--- config.mk ---
export PLATFORM = sky130hd
export DESIGN_NAME = alu_pipe
export DESIGN_NICKNAME = d
export VERILOG_FILES = /design/src/rtl/alu_pipe.sv
export SDC_FILE = /design/constraint.sdc
export NUM_CORES = 1
export LEC_CHECK = 0
export ABC_AREA = 1
export CAP_MARGIN = 20
export CELL_PAD_IN_SITES_DETAIL_PLACEMENT = 1
export CELL_PAD_IN_SITES_GLOBAL_PLACEMENT = 1
export CORE_MARGIN = 3
export CORE_UTILIZATION = 40
export DETAILED_ROUTE_END_ITERATION = 8
export PLACE_DENSITY_LB_ADDON = 0.1
export SLEW_MARGIN = 10
export SYNTH_ARGS = -nofsm -noshare
export SYNTH_HDL_FRONTEND = slang
export SYNTH_SLANG_ARGS = --single-unit
--- constraint.sdc ---
create_clock -name clk -period 4 [get_ports clk]
set_input_delay 0.8 -clock clk [delete_from_list [all_inputs] [get_ports clk]]
set_output_delay 0.8 -clock clk [all_outputs]
set_load 0.1 [all_outputs]
--- src/rtl/alu_pipe.sv ---
// Handshaked ALU with registered result and zero/carry/overflow flags.
// Define ALU_MUL_EN to build the iterative shift-add multiplier (opcode 0C) and its BUSY state.
module alu_pipe #(
    parameter int WIDTH = 32,
    parameter int SHW   = $clog2(WIDTH)
) (
    input  logic             clk,
    input  logic             rst_n,
    input  logic             in_valid,
    output logic             in_ready,
    input  logic [4:0]       alu_op,
    input  logic [WIDTH-1:0] alu_a,
    input  logic [WIDTH-1:0] alu_b,
    output logic             out_valid,
    input  logic             out_ready,
    output logic [WIDTH-1:0] alu_out,
    output logic             zero,
    output logic             carry,
    output logic             overflow
);

    localparam logic [4:0] OP_NOP  = 5'h00;
    localparam logic [4:0] OP_ADD  = 5'h01;
    localparam logic [4:0] OP_SUB  = 5'h02;
    localparam logic [4:0] OP_AND  = 5'h03;
    localparam logic [4:0] OP_OR   = 5'h04;
    localparam logic [4:0] OP_XOR  = 5'h05;
    localparam logic [4:0] OP_NOR  = 5'h06;
    localparam logic [4:0] OP_SLT  = 5'h07;
    localparam logic [4:0] OP_SLTU = 5'h08;
    localparam logic [4:0] OP_SLL  = 5'h09;
    localparam logic [4:0] OP_SRL  = 5'h0A;
    localparam logic [4:0] OP_SRA  = 5'h0B;
    localparam logic [4:0] OP_MUL  = 5'h0C;

`ifdef ALU_MUL_EN
    typedef enum logic [1:0] {IDLE = 2'd0, BUSY = 2'd1, DONE = 2'd2} state_t;
    localparam logic [SHW-1:0] LAST_STEP = SHW'(WIDTH - 1);
`else
    typedef enum logic [1:0] {IDLE = 2'd0, DONE = 2'd2} state_t;
`endif

    typedef struct packed {
        logic [WIDTH-1:0] res;
        logic             c;
        logic             v;
    } alu_res_t;

    // Opcodes above MUL are reserved and behave exactly like NOP.
    function automatic logic op_is_nop(input logic [4:0] op);
        return (op == OP_NOP) || (op > OP_MUL);
    endfunction

    function automatic alu_res_t alu_eval(input logic [4:0] op,
                                          input logic [WIDTH-1:0] a,
                                          input logic [WIDTH-1:0] b);
        alu_res_t                r;
        logic [WIDTH:0]          sum;
        logic [WIDTH:0]          diff;
        logic signed [WIDTH-1:0] sa;
        logic signed [WIDTH-1:0] sb;
        logic [SHW-1:0]          amt;
        r    = '0;
        sum  = {1'b0, a} + {1'b0, b};
        diff = {1'b0, a} - {1'b0, b};
        sa   = a;
        sb   = b;
        amt  = b[SHW-1:0];
        case (op)
            OP_ADD: begin
                r.res = sum[WIDTH-1:0];
                r.c   = sum[WIDTH];
                r.v   = (a[WIDTH-1] == b[WIDTH-1]) && (sum[WIDTH-1] != a[WIDTH-1]);
            end
            OP_SUB: begin
                // The borrow out of the widened subtraction is exactly a < b unsigned.
                r.res = diff[WIDTH-1:0];
                r.c   = diff[WIDTH];
                r.v   = (a[WIDTH-1] != b[WIDTH-1]) && (diff[WIDTH-1] != a[WIDTH-1]);
            end
            OP_AND:  r.res = a & b;
            OP_OR:   r.res = a | b;
            OP_XOR:  r.res = a ^ b;
            OP_NOR:  r.res = ~(a | b);
            OP_SLT:  r.res = {{(WIDTH-1){1'b0}}, (sa < sb)};
            OP_SLTU: r.res = {{(WIDTH-1){1'b0}}, (a < b)};
            OP_SLL:  r.res = a << amt;
            OP_SRL:  r.res = a >> amt;
            OP_SRA:  r.res = $unsigned(sa >>> amt);
            default: r = '0;
        endcase
        return r;
    endfunction

    state_t           state_q, state_d;
    logic [WIDTH-1:0] alu_out_q, alu_out_d;
    logic             zero_q, zero_d;
    logic             carry_q, carry_d;
    logic             overflow_q, overflow_d;
    logic             out_valid_q, out_valid_d;
    logic             accept;
    alu_res_t         eval;

`ifdef ALU_MUL_EN
    logic [WIDTH-1:0] mcand_q, mcand_d;
    logic [WIDTH-1:0] mplier_q, mplier_d;
    logic [WIDTH-1:0] acc_q, acc_d;
    logic [SHW-1:0]   cnt_q, cnt_d;
    logic [WIDTH-1:0] acc_step;

    assign acc_step = acc_q + (mplier_q[0] ? mcand_q : '0);
`endif

    assign in_ready = rst_n && ((state_q == IDLE) || ((state_q == DONE) && out_ready));
    assign accept   = in_valid && in_ready;
    assign eval     = alu_eval(alu_op, alu_a, alu_b);

    always_comb begin
        state_d    = state_q;
        alu_out_d  = alu_out_q;
        zero_d     = zero_q;
        carry_d    = carry_q;
        overflow_d = overflow_q;
`ifdef ALU_MUL_EN
        mcand_d    = mcand_q;
        mplier_d   = mplier_q;
        acc_d      = acc_q;
        cnt_d      = cnt_q;
`endif
        case (state_q)
`ifdef ALU_MUL_EN
            BUSY: begin
                acc_d    = acc_step;
                mcand_d  = mcand_q << 1;
                mplier_d = mplier_q >> 1;
                cnt_d    = cnt_q + SHW'(1);
                if (cnt_q == LAST_STEP) begin
                    state_d    = DONE;
                    alu_out_d  = acc_step;
                    zero_d     = (acc_step == '0);
                    carry_d    = 1'b0;
                    overflow_d = 1'b0;
                end
            end
`endif
            default: begin
                // DONE retires on out_ready; an accept in the same cycle overrides the return to IDLE.
                if ((state_q == DONE) && out_ready) begin
                    state_d = IDLE;
                end
                if (accept && !op_is_nop(alu_op)) begin
`ifdef ALU_MUL_EN
                    if (alu_op == OP_MUL) begin
                        state_d  = BUSY;
                        mcand_d  = alu_a;
                        mplier_d = alu_b;
                        acc_d    = '0;
                        cnt_d    = '0;
                    end else
`endif
                    begin
                        state_d    = DONE;
                        alu_out_d  = eval.res;
                        zero_d     = (eval.res == '0);
                        carry_d    = eval.c;
                        overflow_d = eval.v;
                    end
                end
            end
        endcase
        out_valid_d = (state_d == DONE);
    end

    always_ff @(posedge clk) begin
        if (!rst_n) begin
            state_q     <= IDLE;
            alu_out_q   <= '0;
            zero_q      <= 1'b1;
            carry_q     <= 1'b0;
            overflow_q  <= 1'b0;
            out_valid_q <= 1'b0;
`ifdef ALU_MUL_EN
            cnt_q       <= '0;
`endif
        end else begin
            state_q     <= state_d;
            alu_out_q   <= alu_out_d;
            zero_q      <= zero_d;
            carry_q     <= carry_d;
            overflow_q  <= overflow_d;
            out_valid_q <= out_valid_d;
`ifdef ALU_MUL_EN
            cnt_q       <= cnt_d;
`endif
        end
    end

`ifdef ALU_MUL_EN
    // Multiplier datapath is always reloaded on a MUL accept, so it carries no reset.
    always_ff @(posedge clk) begin
        mcand_q  <= mcand_d;
        mplier_q <= mplier_d;
        acc_q    <= acc_d;
    end
`endif

    assign alu_out   = alu_out_q;
    assign zero      = zero_q;
    assign carry     = carry_q;
    assign overflow  = overflow_q;
    assign out_valid = out_valid_q;

endmodule

==> flow_summary_export.csv <==
group,metric,value,unit
place,dp_hpwl,57.35,mm
hold_path,hold_path_depth,2,
yosys,synth_top_cell_by_area,"nand2_1",
yosys,synth_flop_cell,"dfxtp_1",
power_and_ir_drop,intPower,1.383,mW
setup_path,crit_chain,"clkdlybuf4s50_1, inv_1, ha_1, buf_4, nor2_1, nand3_2, nor2_1, and3_1, nand2_1, nand3_1, nand2_1, nand3_1, nand3_1, nor2_1, nand3_1, nor2_1, nand2_1, nand2_1",
timing,rsz0062_at_grt,"false",
setup_path,rrSetupSlack,1.76,ns
clock_tree,clock_latency,0.30,ns
yosys,synthCells,2290,
setup_path,cpPeakStageDelay,0.57,ns
timing,fin_hold_ws,0.5018,ns
timing,max_freq,255.7,MHz
clock_tree,htreeDepth,2,
drt,first_pass_iters,6,
setup_path,worst-r2r-cell-count,9,
power_and_ir_drop,combPwrFrac,67.2,%
power_and_ir_drop,clock_power_share,18.8,%
global_route,antenna_found_initial,0,
drt,vias_per_cell,6.101,
yosys,synth_fp_nets,2463,
layout,drive_above_1_share,10.84,%
global_route,grt_start_max_net_pins,64,
place,placed_area,14220,µm²
power_and_ir_drop,p_sw_share,52.53,%
setup_path,cp_slowest_cell,"clkdlybuf4s50_1",
setup_path,r2r-start,"state_q[0]",
setup_path,r2r_end,"zero",
clock_tree,clock-sinks,38,
power_and_ir_drop,switchingPower,1.530,mW
yosys,synth_enable_flop_cells,0,
drt,drc,0,
layout,syn_to_final_growth,24.34,%
power_and_ir_drop,p_seq_share,14.0,%
clock_tree,numCtsBuffers,5,
yosys,yosysSeqAreaShare,6.545,%
global_route,grt_usage,43.15,%
global_route,grt_pass1_wl,103.1,mm
floorplan,io_pins,110,
power_and_ir_drop,p_per_area,201.6,nW/µm²
layout,insertedDiodeCount,0,
layout,final_area,14450,µm²
yosys,synth_area_per_cell,5.076,µm²
drt,num_vias,17560,
floorplan,fp.dieW,176.5,µm
timing,maxSlewViolCount,0,
yosys,netlist_top_cells_area,"nand2_1, nand3_1, ha_1",
timing,fin_crit,3.911,ns
drt,ant_nets,0,
drt,drt-total-wl,69.25,mm
timing,tightestPinTransition,1.054,ns
clock_tree,clk_pin_slew,0.06,ns
yosys,synth_async_sr_flop_share,0,%
global_route,grt-ovfl-total,0,
setup_path,worstPathArrival,4.14,ns
power_and_ir_drop,static-leakage-power,7.771,nW
setup_path,crit_path_max_fanout,6,
layout,nNetsFinal,2673,
place,gp_congestion,1.077,
timing,slew_headroom,29.51,%
floorplan,core,28240,µm²
clock_tree,cts_resized,0,
hold_path,min_to,"state_q[0]",
yosys,netlist_area,11620,µm²
yosys,yosysMostFrequentCell,"nand2_1",
floorplan,num_rows,61,
floorplan,die_area,31140,µm²
yosys,synth_top_area_share,21.54,%
global_route,grt_pass1_vias,17500,
floorplan,die_h,176.5,µm
clock_tree,ctsLongestPathBuffers,2,
yosys,ys_types,49,
setup_path,end_kind,"flip-flop",
job,cap_violations,0,
clock_tree,root_buffer,"clkbuf_16",
drt,drtIter0Drc,2228,
setup_path,critPathRequiredTime,4.23,ns
drt,wl_per_cell,24.05,µm
yosys,ys_warn_count,0,
clock_tree,cts_tree,"yes",
floorplan,initial_utilization,41.16,%
clock_tree,cts_hold_buffers,0,
place,port_buffers,109,
power_and_ir_drop,ir_drop,0.1670,mV
timing,final_hold_viol_count,0,
setup_path,crit_type,"input pin to flip-flop",
timing,finalCritPeriodShare,97.77,%
yosys,netlist_top_cells_count,"nand2_1, nand3_1, inv_1",
setup_path,start_kind,"input pin",
clock_tree,post-cts-setup-buffers,0,
hold_path,hp-class,"flip-flop to flip-flop",
status,status,"completed",
timing,finalSetupViolCount,0,
timing,skew,0.008880,ns
yosys,ys_ff_latch,38,
hold_path,hold_start,"state_q[0]",
-- worst max-delay path by stage --
stage          depth (start not counted)  endpoint      start
2_1_floorplan                         10     carry  out_ready
3_3_place_gp                          21      zero   alu_b[0]
3_5_place_dp                          21      zero   alu_a[0]
4_1_cts                               21      zero   alu_b[0]
5_1_grt                               19      zero  alu_a[13]
6_report                              18      zero  alu_b[22]
-- cells by family (layout without fill, tap and decap cells) --
group	after synthesis	after routing	share of synthesized area (%)
buffers and inverters	392	603	14.17
adders and majority gates	100	100	10.89
DFF	38	38	6.545
AOI/OAI and AO/OA	261	261	12.45
and+or+nand+nor	1498	1498	55.87
xor gates and xnor gates	1	1	0.07536
-- power by group through the flow --
stage	logic, mW	clock network (mW)	registers, mW
2_1_floorplan	0.950	0	0.538
3_3_place_gp	1.82	0	0.414
3_5_place_dp	1.87	0	0.415
4_1_cts	1.89	0.546	0.408
5_1_grt	2.08	0.563	0.409
6_report	1.96	0.547	0.408
-- metrics by stage --
stage          instances  util, %  setup WS (ns)  power [mW]  setup TNS [ns]
2_1_floorplan       2290        -         0.6982       1.488               0
3_3_place_gp        2871    50.35        -0.1292       2.237         -0.1292
3_5_place_dp        2871    50.35        -0.1955       2.285         -0.1955
4_1_cts             2879    51.04        0.06182       2.840               0
5_1_grt             2879    51.18       0.006346       3.056               0
6_report            2879    51.18        0.08918       2.913               0
-- critical path, delay by kind of cell --
kind	cells	cell delay, ns
buf+inv	3	0.88
fa+ha+maj	1	0.42
simple gates	14	2.04
-- area by class of cell --
type | count | area [µm²]
fill | 4273 | 13790
tap | 378 | 473.0
timing repair buffer | 310 | 2675
clock buffer | 5 | 125.1
clock inverter | 3 | 68.82
multi-input combinational | 1860 | 9275
inverter | 285 | 1075
sequential | 38 | 760.7
-- routing by layer --
metal | track usage [%] | up-vias | routed length (µm) | share of wire (%)
li1 | - | 7885 | - | -
met1 | 56.79 | 8443 | 28090 | 41
met2 | 69.25 | 993 | 30280 | 44
met4 | 19.51 | 0 | 4096 | 5.9
met5 | 0 | - | 0 | 0
met3 | 7.032 | 243 | 6781 | 9.8
-- state kept, by name (all words and copies together) (netlist names) --
signal	flops
alu_out	32
state_q	2
zero	1
carry	1
overflow	1
out_valid	1
-- layout by cell type, fill, tap and decap left out, types with 16 or more instances in the layout --
cell type / count
o21ai_0: 94
nand2_1: 665
a21oi_1: 97
ha_1: 98
inv_1: 270
o211ai_1: 19
dfxtp_1: 38
nor2_1: 231
nor3_1: 22
nand2_2: 16
buf_4: 195
clkdlybuf4s50_1: 106
nand3_1: 493
nand4_1: 24
o22ai_1: 16
Power figures use the tool's default switching activity.
